File: src/rtl/alt_vipitc130_fifo_ctrl.sv
// Read-side sequencer for the clocked-video-output line FIFO.
// Handles flush, initial fill to a start level, frame-aligned read start and underflow re-lock.
module alt_vipitc130_fifo_ctrl #(
    parameter int unsigned USEDW_WIDTH  = 11,
    parameter int unsigned START_LEVEL  = 640,
    parameter int unsigned FLUSH_CYCLES = 8,
    parameter int unsigned COUNT_WIDTH  = 16
) (
    input  logic                   clk,
    input  logic                   rst,
    input  logic                   enable,
    input  logic                   in_sof,
    input  logic                   vid_sof,
    input  logic                   vid_de_req,
    input  logic [USEDW_WIDTH-1:0] fifo_rdusedw,
    input  logic                   fifo_rdempty,
    output logic                   fifo_rdreq,
    output logic                   fifo_aclr,
    output logic                   pixel_valid,
    output logic                   locked,
    output logic                   underflow,
    output logic [COUNT_WIDTH-1:0] underflow_count,
    input  logic                   clear_count,
    output logic [2:0]             state
);

    typedef enum logic [2:0] {
        IDLE     = 3'd0,
        FLUSH    = 3'd1,
        WAIT_SOF = 3'd2,
        FILL     = 3'd3,
        ARM      = 3'd4,
        RUN      = 3'd5
    } state_e;

    localparam logic [7:0]             FLUSH_LOAD = 8'(FLUSH_CYCLES - 1);
    localparam logic [USEDW_WIDTH-1:0] START_LVL  = USEDW_WIDTH'(START_LEVEL);

    state_e                 state_q, state_d;
    logic [7:0]             flush_cnt_q, flush_cnt_d;
    logic                   aclr_q, aclr_d;
    logic                   pixel_valid_q;
    logic                   locked_q, locked_d;
    logic                   underflow_q, underflow_d;
    logic [COUNT_WIDTH-1:0] count_q, count_d;
    logic                   rdreq;

    always_ff @(posedge clk or posedge rst) begin
        if (rst) begin
            state_q     <= IDLE;
            flush_cnt_q <= '0;
        end else begin
            state_q     <= state_d;
            flush_cnt_q <= flush_cnt_d;
        end
    end

    // Disable overrides every transition, including an underflow in the same cycle.
    always_comb begin
        state_d     = state_q;
        flush_cnt_d = flush_cnt_q;
        if (!enable) begin
            state_d = IDLE;
        end else begin
            case (state_q)
                IDLE: begin
                    state_d     = FLUSH;
                    flush_cnt_d = FLUSH_LOAD;
                end
                FLUSH: begin
                    if (flush_cnt_q == '0) state_d = WAIT_SOF;
                    else                   flush_cnt_d = flush_cnt_q - 8'd1;
                end
                WAIT_SOF: if (in_sof) state_d = FILL;
                FILL:     if (fifo_rdusedw >= START_LVL) state_d = ARM;
                ARM:      if (vid_sof) state_d = RUN;
                RUN: begin
                    if (vid_de_req && fifo_rdempty) begin
                        state_d     = FLUSH;
                        flush_cnt_d = FLUSH_LOAD;
                    end
                end
                default:  state_d = IDLE;
            endcase
        end
    end

    always_comb begin
        rdreq       = (state_q == RUN) && vid_de_req && !fifo_rdempty;
        underflow_d = (state_q == RUN) && enable && vid_de_req && fifo_rdempty;
        aclr_d      = (state_d == IDLE) || (state_d == FLUSH);
        locked_d    = (state_d == RUN);
        count_d     = count_q;
        if (clear_count)
            count_d = '0;
        else if (underflow_d && (count_q != '1))
            count_d = count_q + 1'b1;
    end

    always_ff @(posedge clk or posedge rst) begin
        if (rst) begin
            aclr_q        <= 1'b1;
            pixel_valid_q <= 1'b0;
            locked_q      <= 1'b0;
            underflow_q   <= 1'b0;
            count_q       <= '0;
        end else begin
            aclr_q        <= aclr_d;
            pixel_valid_q <= rdreq;
            locked_q      <= locked_d;
            underflow_q   <= underflow_d;
            count_q       <= count_d;
        end
    end

    assign fifo_rdreq      = rdreq;
    assign fifo_aclr       = aclr_q;
    assign pixel_valid     = pixel_valid_q;
    assign locked          = locked_q;
    assign underflow       = underflow_q;
    assign underflow_count = count_q;
    assign state           = state_q;

endmodule

File: config.mk
export PLATFORM = sky130hd
export DESIGN_NAME = alt_vipitc130_fifo_ctrl
export DESIGN_NICKNAME = d
export VERILOG_FILES = /design/src/rtl/alt_vipitc130_fifo_ctrl.sv
export SDC_FILE = /design/constraint.sdc
export NUM_CORES = 1
export LEC_CHECK = 0
export CELL_PAD_IN_SITES_DETAIL_PLACEMENT = 1
export CELL_PAD_IN_SITES_GLOBAL_PLACEMENT = 2
export CORE_ASPECT_RATIO = 0.7
export CORE_MARGIN = 8
export CORE_UTILIZATION = 30
export CTS_BUF_LIST = sky130_fd_sc_hd__clkbuf_4 sky130_fd_sc_hd__clkbuf_8 sky130_fd_sc_hd__clkbuf_16
export CTS_CLUSTER_SIZE = 25
export DETAILED_ROUTE_END_ITERATION = 10
export GPL_TIMING_DRIVEN = 0
export PLACE_DENSITY_LB_ADDON = 0.12
export SETUP_SLACK_MARGIN = 0.02
export SYNTH_ARGS = -nofsm -noshare
export SYNTH_HDL_FRONTEND = slang
export SYNTH_SLANG_ARGS = --single-unit
File: constraint.sdc
create_clock -name clk -period 2.6 [get_ports clk]
set_input_delay 0.52 -clock clk [delete_from_list [all_inputs] [get_ports clk]]
set_output_delay 0.52 -clock clk [all_outputs]
set_load 0.01 [all_outputs]
Word-level counts from Yosys, hierarchy flattened
Cells that the tools add are included.
- bits in registers: 31
- latch bits: 0
- RAM bits: 0
- bits in read-only memories: 0
- input bits: 19
- output and inout port bits: 24
- word-level logic and storage cells: 47
- memories: 0
- add/sub/neg operators: 2
- multipliers: 0
- divide/modulo/power cells: 0
- $lt $le $gt $ge: 1
- equality and inequality tests: 10
- shifts and indexed selects: 0
- multiplexer cells: 12
- bitwise gates (word level): 0
- reductions and logical operators: 15
- operators with widths (kind ; number):
    $mux W16 ; 2
    $pmux W8 S3 ; 1
    $mux W3 ; 6
    $pmux W3 S6 ; 1
    $add A16 B1 Y16 const B ; 1
    $mux W8 ; 2
    $ne A16 B16 Y1 const B ; 1
    $ge A11 B10 Y1 const B ; 1
    $eq A3 B3 Y1 const B ; 3
    $logic_not A8 Y1 ; 1
    $sub A8 B1 Y8 const B ; 1
    $logic_and A1 B1 Y1 ; 7
    $eq A3 B1 Y1 const B ; 2
    $eq A3 B2 Y1 const B ; 2
    $logic_not A3 Y1 ; 2
    $ne A2 B2 Y1 const B ; 2
    $reduce_and A4 Y1 ; 1
    $reduce_bool A3 Y1 ; 1
    $reduce_bool A2 Y1 ; 1
    $logic_not A1 Y1 ; 1
    $logic_or A1 B1 Y1 ; 1

Depth between registers and ports, before layout
- depth after elaboration: 7
- mapped depth: 7
- depth with buffers taken out: 6

Least setup slack after synthesis
No wires, ideal clock.
- kind: flip-flop to flip-flop
- from: register count_q[0] (netlist: underflow_count[0])
- to: register count_q[12] (netlist: underflow_count[12])
- library setup time: 125 ps
- arrival: 1782 ps
- required time: 2475 ps
- setup slack: 693 ps
- cell stages (with the launch flop): 6
- path buffers: 0
- period minus slack after synthesis: 1907 ps
- cells stage by stage: dfrtp_1 > ha_1 > nand4_1 > nor4_1 > and4bb_1 > mux2_2
- word-level cells in the longest chain between the ends: 3
- elaborated cells between the ends (all ways): 6
- those cells by class: add/sub: 1; eq/ne: 1; mux: 2; reduce/logical: 2
- RTL lines (element ; RTL line ; RTL):
    start, declared ; 45 ; logic [COUNT_WIDTH-1:0] count_q, count_d;
    start signal, assigned ; 112 ; count_q <= count_d;
    $add A16 B1 Y16 or $ne A16 B16 Y1 (tied branches) ; 97, 96 ;
    $mux W16 or $logic_and A1 B1 Y1 (tied branches) ; 96 ; else if (underflow_d && (count_q != '1))
    $mux W16 or $reduce_bool A2 Y1 (tied branches) ; -- ;
Several ways; a longest one is shown, not always the timed one. The select of a mux whose other input is x is not followed.
A chain may end at the register's enable or synchronous reset.

Final worst setup path
- from: register state_q[2] (netlist: state[2])
- to: output port fifo_rdreq
- word-level cells in the longest chain between the ends: 3
- RTL lines (element ; RTL line ; RTL):
    start, declared ; 39 ; state_e state_q, state_d;
    start signal, assigned ; 53 ; state_q <= state_d;
    $eq A3 B3 Y1 ; 89 ; rdreq = (state_q == RUN) && vid_de_req && !fifo_rdempty;
    $logic_and A1 B1 Y1 (2 in a row) ; 89 ;
    end, declared ; 17 ; output logic fifo_rdreq,
Every way passes these cells.

==> results.sh <==
export IMPL_outcome="complete, no violations"
export IMPL_setup_viol=0
export IMPL_drt_iter0_markers=63
export IMPL_number_of_design_rule_violations_left_after_detail_routing=0
export IMPL_combinationalPowerShare=0.093
export IMPL_combinational_family_with_the_most_area_after_synthesis="simple AND/OR/NAND/NOR gates"
export IMPL_grt_pass1_wl_um=9010
export IMPL_largest_stage_delay_on_the_critical_path_ns=0.62
export IMPL_multiInputGateArea_um2=986
export IMPL_vdd_drop_max_mv=0.209
export IMPL_critical_path_reg2reg_startpoint="underflow_count[0]$_DFFE_PP0P_"
export IMPL_post_synth_inst_count=188
export IMPL_clock_power_share=0.412
export IMPL_globalRouteTotalUtil=0.130
export IMPL_post_cts_resized_instances=0
export IMPL_max_cap_viol_count=0
export IMPL_max_clock_path_buffers=2
export IMPL_synthTopCellsByArea="sky130_fd_sc_hd__dfrtp_1 (41%), sky130_fd_sc_hd__a21oi_1 (3.3%), sky130_fd_sc_hd__nor2b_1 (2.7%), sky130_fd_sc_hd__nand2_1 (2.6%), sky130_fd_sc_hd__mux2_2 (2.4%)"
export IMPL_worstPathMaxFanout=8
export IMPL_dominantRegCellSynth="sky130_fd_sc_hd__dfrtp_1"
export IMPL_post_synth_fa_ha_maj_area_fraction=0.0136
export IMPL_hold_ws_ns=0.479
export IMPL_vias=1687
export IMPL_cts_max_level=2
export IMPL_hold_path_class="flip-flop to flip-flop"
export IMPL_power_density_mw_per_mm2=416
export IMPL_layout_worst_path_cycle_share=0.952
export IMPL_data_required_time_of_the_critical_path_ns=2.08
export IMPL_min_from="flush_cnt_q[0]$_DFFE_PP0P_"
export IMPL_wirelength_um=5600
export IMPL_p_int_w=0.000753
export IMPL_setup_repair_after_global_routing_missed_its_margin="true"
export IMPL_yosysSeqAreaShare=0.421
export IMPL_syn_avg_cell_area_um2=9.81
export IMPL_layout_cells_most_common="sky130_fd_sc_hd__clkdlybuf4s50_1"
export IMPL_asyncSetResetFlopFracSynth=1.00
export IMPL_synth_seq_cells=31
export IMPL_path_class="flip-flop to output port"
export IMPL_area_of_all_sequential_standard_cells_um2=777
export IMPL_ports=43
export IMPL_clkLatencyLatePin_ns=0.29
export IMPL_seqPwrFrac=0.495
export IMPL_ff2ff_path_depth=5
export IMPL_tritoncts_clock_tree="done"
export IMPL_critPathArrivalTime_ns=1.96
export IMPL_synth_edff_count=0
export IMPL_crit_path_cell_trace="inv_1 > nor4_2 > clkdlybuf4s50_1"
export IMPL_timing_final_max_slew_violations=0
export IMPL_reg2reg_slack_ns=0.47
export IMPL_layout_nets=251
export IMPL_cts_hold_buf=0
export IMPL_port_buffer_count=35
export IMPL_die_span_x_um=110
export IMPL_layout_cells_most_common_list="sky130_fd_sc_hd__clkdlybuf4s50_1 (35), sky130_fd_sc_hd__dfrtp_1 (30), sky130_fd_sc_hd__nand2_1 (13)"
export IMPL_post_synth_mux_area_share=0.0353
export IMPL_synth_xor_area_frac=0
export IMPL_die_area_mm2=0.00895
export IMPL_worst_clock_skew_ns=0.00568
export IMPL_grt_antenna_before_repair=0
export IMPL_post_drt_wl_per_cell_um=18.1
export IMPL_fmax_ghz=0.404
export IMPL_fillCellCount=693
export IMPL_maximum_number_of_pins_on_one_net_before_global_route_repair=32
export IMPL_setup_tns_ns=0
export IMPL_synth_distinct_cells=53
export IMPL_synth_cell_area_mm2=0.00184
export IMPL_grt_pass1_vias=1728
export IMPL_cts_sinks=31
export IMPL_row_count=24
export IMPL_timing_critical_path_slowest_stage_cell="sky130_fd_sc_hd__clkdlybuf4s50_1"
export IMPL_die_height_um=81.6
export IMPL_mappedNetlistNets=209
export IMPL_element_type_at_the_critical_path_end="output port"
export IMPL_total_switching_power_w=0.000246
export IMPL_drt_antenna_violating_nets=0
export IMPL_placement_cell_area_mm2=0.00229
export IMPL_netlist_top_cell_by_area="sky130_fd_sc_hd__dfrtp_1"
export IMPL_start_util=0.303
export IMPL_cts_setup_buffers=0
export IMPL_tightest_slew_ns=0.679
export IMPL_gpl_final_weighted_congestion=0.755
export IMPL_avgViaCountPerCell=5.46
export IMPL_synth_compound_area_frac=0.166
export IMPL_utilization=0.394
export IMPL_min_delay_path_depth=1
export IMPL_r2r_end="underflow_count[12]$_DFFE_PP0P_"
export IMPL_area_growth_syn_to_layout_pct=30.1
export IMPL_worst_setup_hold_path_clk_slew_ns=0.07
export IMPL_first_pass_iters=6
export IMPL_synth_simple_gate_area_frac=0.313
export IMPL_hpwl_um=4170
export IMPL_coreArea_mm2=0.00610
export IMPL_drive_above_1_share=0.147
export IMPL_synth_top_area_share=0.407
export IMPL_antenna_cells_inserted=0
export IMPL_number_of_warnings_issued_by_yosys=0
export IMPL_p_leak_nw=0.939
export IMPL_hold_path_end="flush_cnt_q[0]$_DFFE_PP0P_"
export IMPL_overflow_left_after_global_routing=0
export IMPL_postLayoutCellArea_mm2=0.00240
export IMPL_switching_share=0.246
export IMPL_finalHoldViolCount=0
export IMPL_cts_inserted_buffers=5
export IMPL_layout_min_cycle_time_ns=2.48
export IMPL_ctsRootBufferMaster="sky130_fd_sc_hd__clkbuf_8"
export IMPL_worstSetupStartpointType="flip-flop"
export IMPL_slew_headroom=0.547
==> metrics by stage <==
step                total power (W)  worst slack (ns)  instances
floorplan                  0.000557             0.693        188
global placement           0.000593           -0.0300        301
detailed placement         0.000598           -0.0600        301
CTS                         0.00102            0.0356        309
global route                0.00105            0.0192        309
finish                     0.000999             0.124        309
==> flip-flops by register name, summed over array words and instances (netlist names) <==
name / cells
underflow_count: 16
flush_cnt_q: 8
state: 3
fifo_aclr: 1
locked: 1
pixel_valid: 1
underflow: 1
==> power by group through the flow <==
stage               Clock [W]  Sequential, W  Combinational [W]
finish               0.000411       0.000495          0.0000930
global route         0.000452       0.000496           0.000103
floorplan                   0       0.000503          0.0000532
global placement            0       0.000503          0.0000897
CTS                  0.000428       0.000495          0.0000946
detailed placement          0       0.000504          0.0000941
==> synth_stat cells (3+ instances only) <==
library cell,n
sky130_fd_sc_hd__and4_1,3
sky130_fd_sc_hd__or4_1,6
sky130_fd_sc_hd__mux2_2,4
sky130_fd_sc_hd__nor3_1,6
sky130_fd_sc_hd__o31ai_1,6
sky130_fd_sc_hd__dfrtp_1,30
sky130_fd_sc_hd__nor4_1,5
sky130_fd_sc_hd__nand3_1,7
sky130_fd_sc_hd__a21oi_1,12
sky130_fd_sc_hd__nor2_1,11
sky130_fd_sc_hd__nand4_1,4
sky130_fd_sc_hd__nand2_1,13
sky130_fd_sc_hd__or3_1,6
sky130_fd_sc_hd__inv_1,9
sky130_fd_sc_hd__buf_2,3
sky130_fd_sc_hd__o21ai_0,4
sky130_fd_sc_hd__buf_4,3
sky130_fd_sc_hd__nor2b_1,8
sky130_fd_sc_hd__a31oi_1,3
sky130_fd_sc_hd__a41oi_1,3
==> cell families (layout without fill, tap and decap cells) <==
kind of cell	after synthesis	count (layout)
simple gates	88	88
compound gates	44	44
flops	31	31
buf+inv	17	60
mux	6	6
fa+ha+maj	2	2
==> per-layer routing <==
metal | global-route usage | share of wire | up-vias
li1 | - | - | 809
met1 | 0.174 | 0.49 | 842
met2 | 0.203 | 0.46 | 31
met3 | 0.0298 | 0.031 | 5
met4 | 0.0416 | 0.010 | 0
met5 | 0 | 0 | -
==> worst max-delay path: cells and delay by family (launching register included) <==
family,cells,cell delay [ns]
buffers and inverters,2,0.81
and+or+nand+nor,1,0.38
DFF,1,0.49
==> cell type report <==
| type | instances | area share |
|---|---|---|
| plain buffers | 8 | 0.0250 |
| clock buffers | 7 | 0.0375 |
| clock inverters | 1 | 0.00209 |
| inverters | 9 | 0.0141 |
| multi-input cells | 140 | 0.411 |
| flip-flops and latches | 31 | 0.324 |
| well taps | 78 | 0.0407 |
| repair buffers | 35 | 0.146 |
==> worst max path at each step <==
stage / from / endpoint / slack (ns) / cells after the start
after floorplan: underflow_count[0]$_DFFE_PP0P_ / underflow_count[12]$_DFFE_PP0P_ / 0.69 / 5
after global placement: vid_de_req / underflow_count[12]$_DFFE_PP0P_ / -0.03 / 5
after detailed placement: fifo_rdempty / underflow_count[12]$_DFFE_PP0P_ / -0.06 / 5
after CTS: state[2]$_DFF_PP0_ / fifo_rdreq / 0.04 / 3
after global routing: state[2]$_DFF_PP0_ / fifo_rdreq / 0.02 / 3
final: state[2]$_DFF_PP0_ / fifo_rdreq / 0.12 / 3
(Power assumes the default switching activity.)
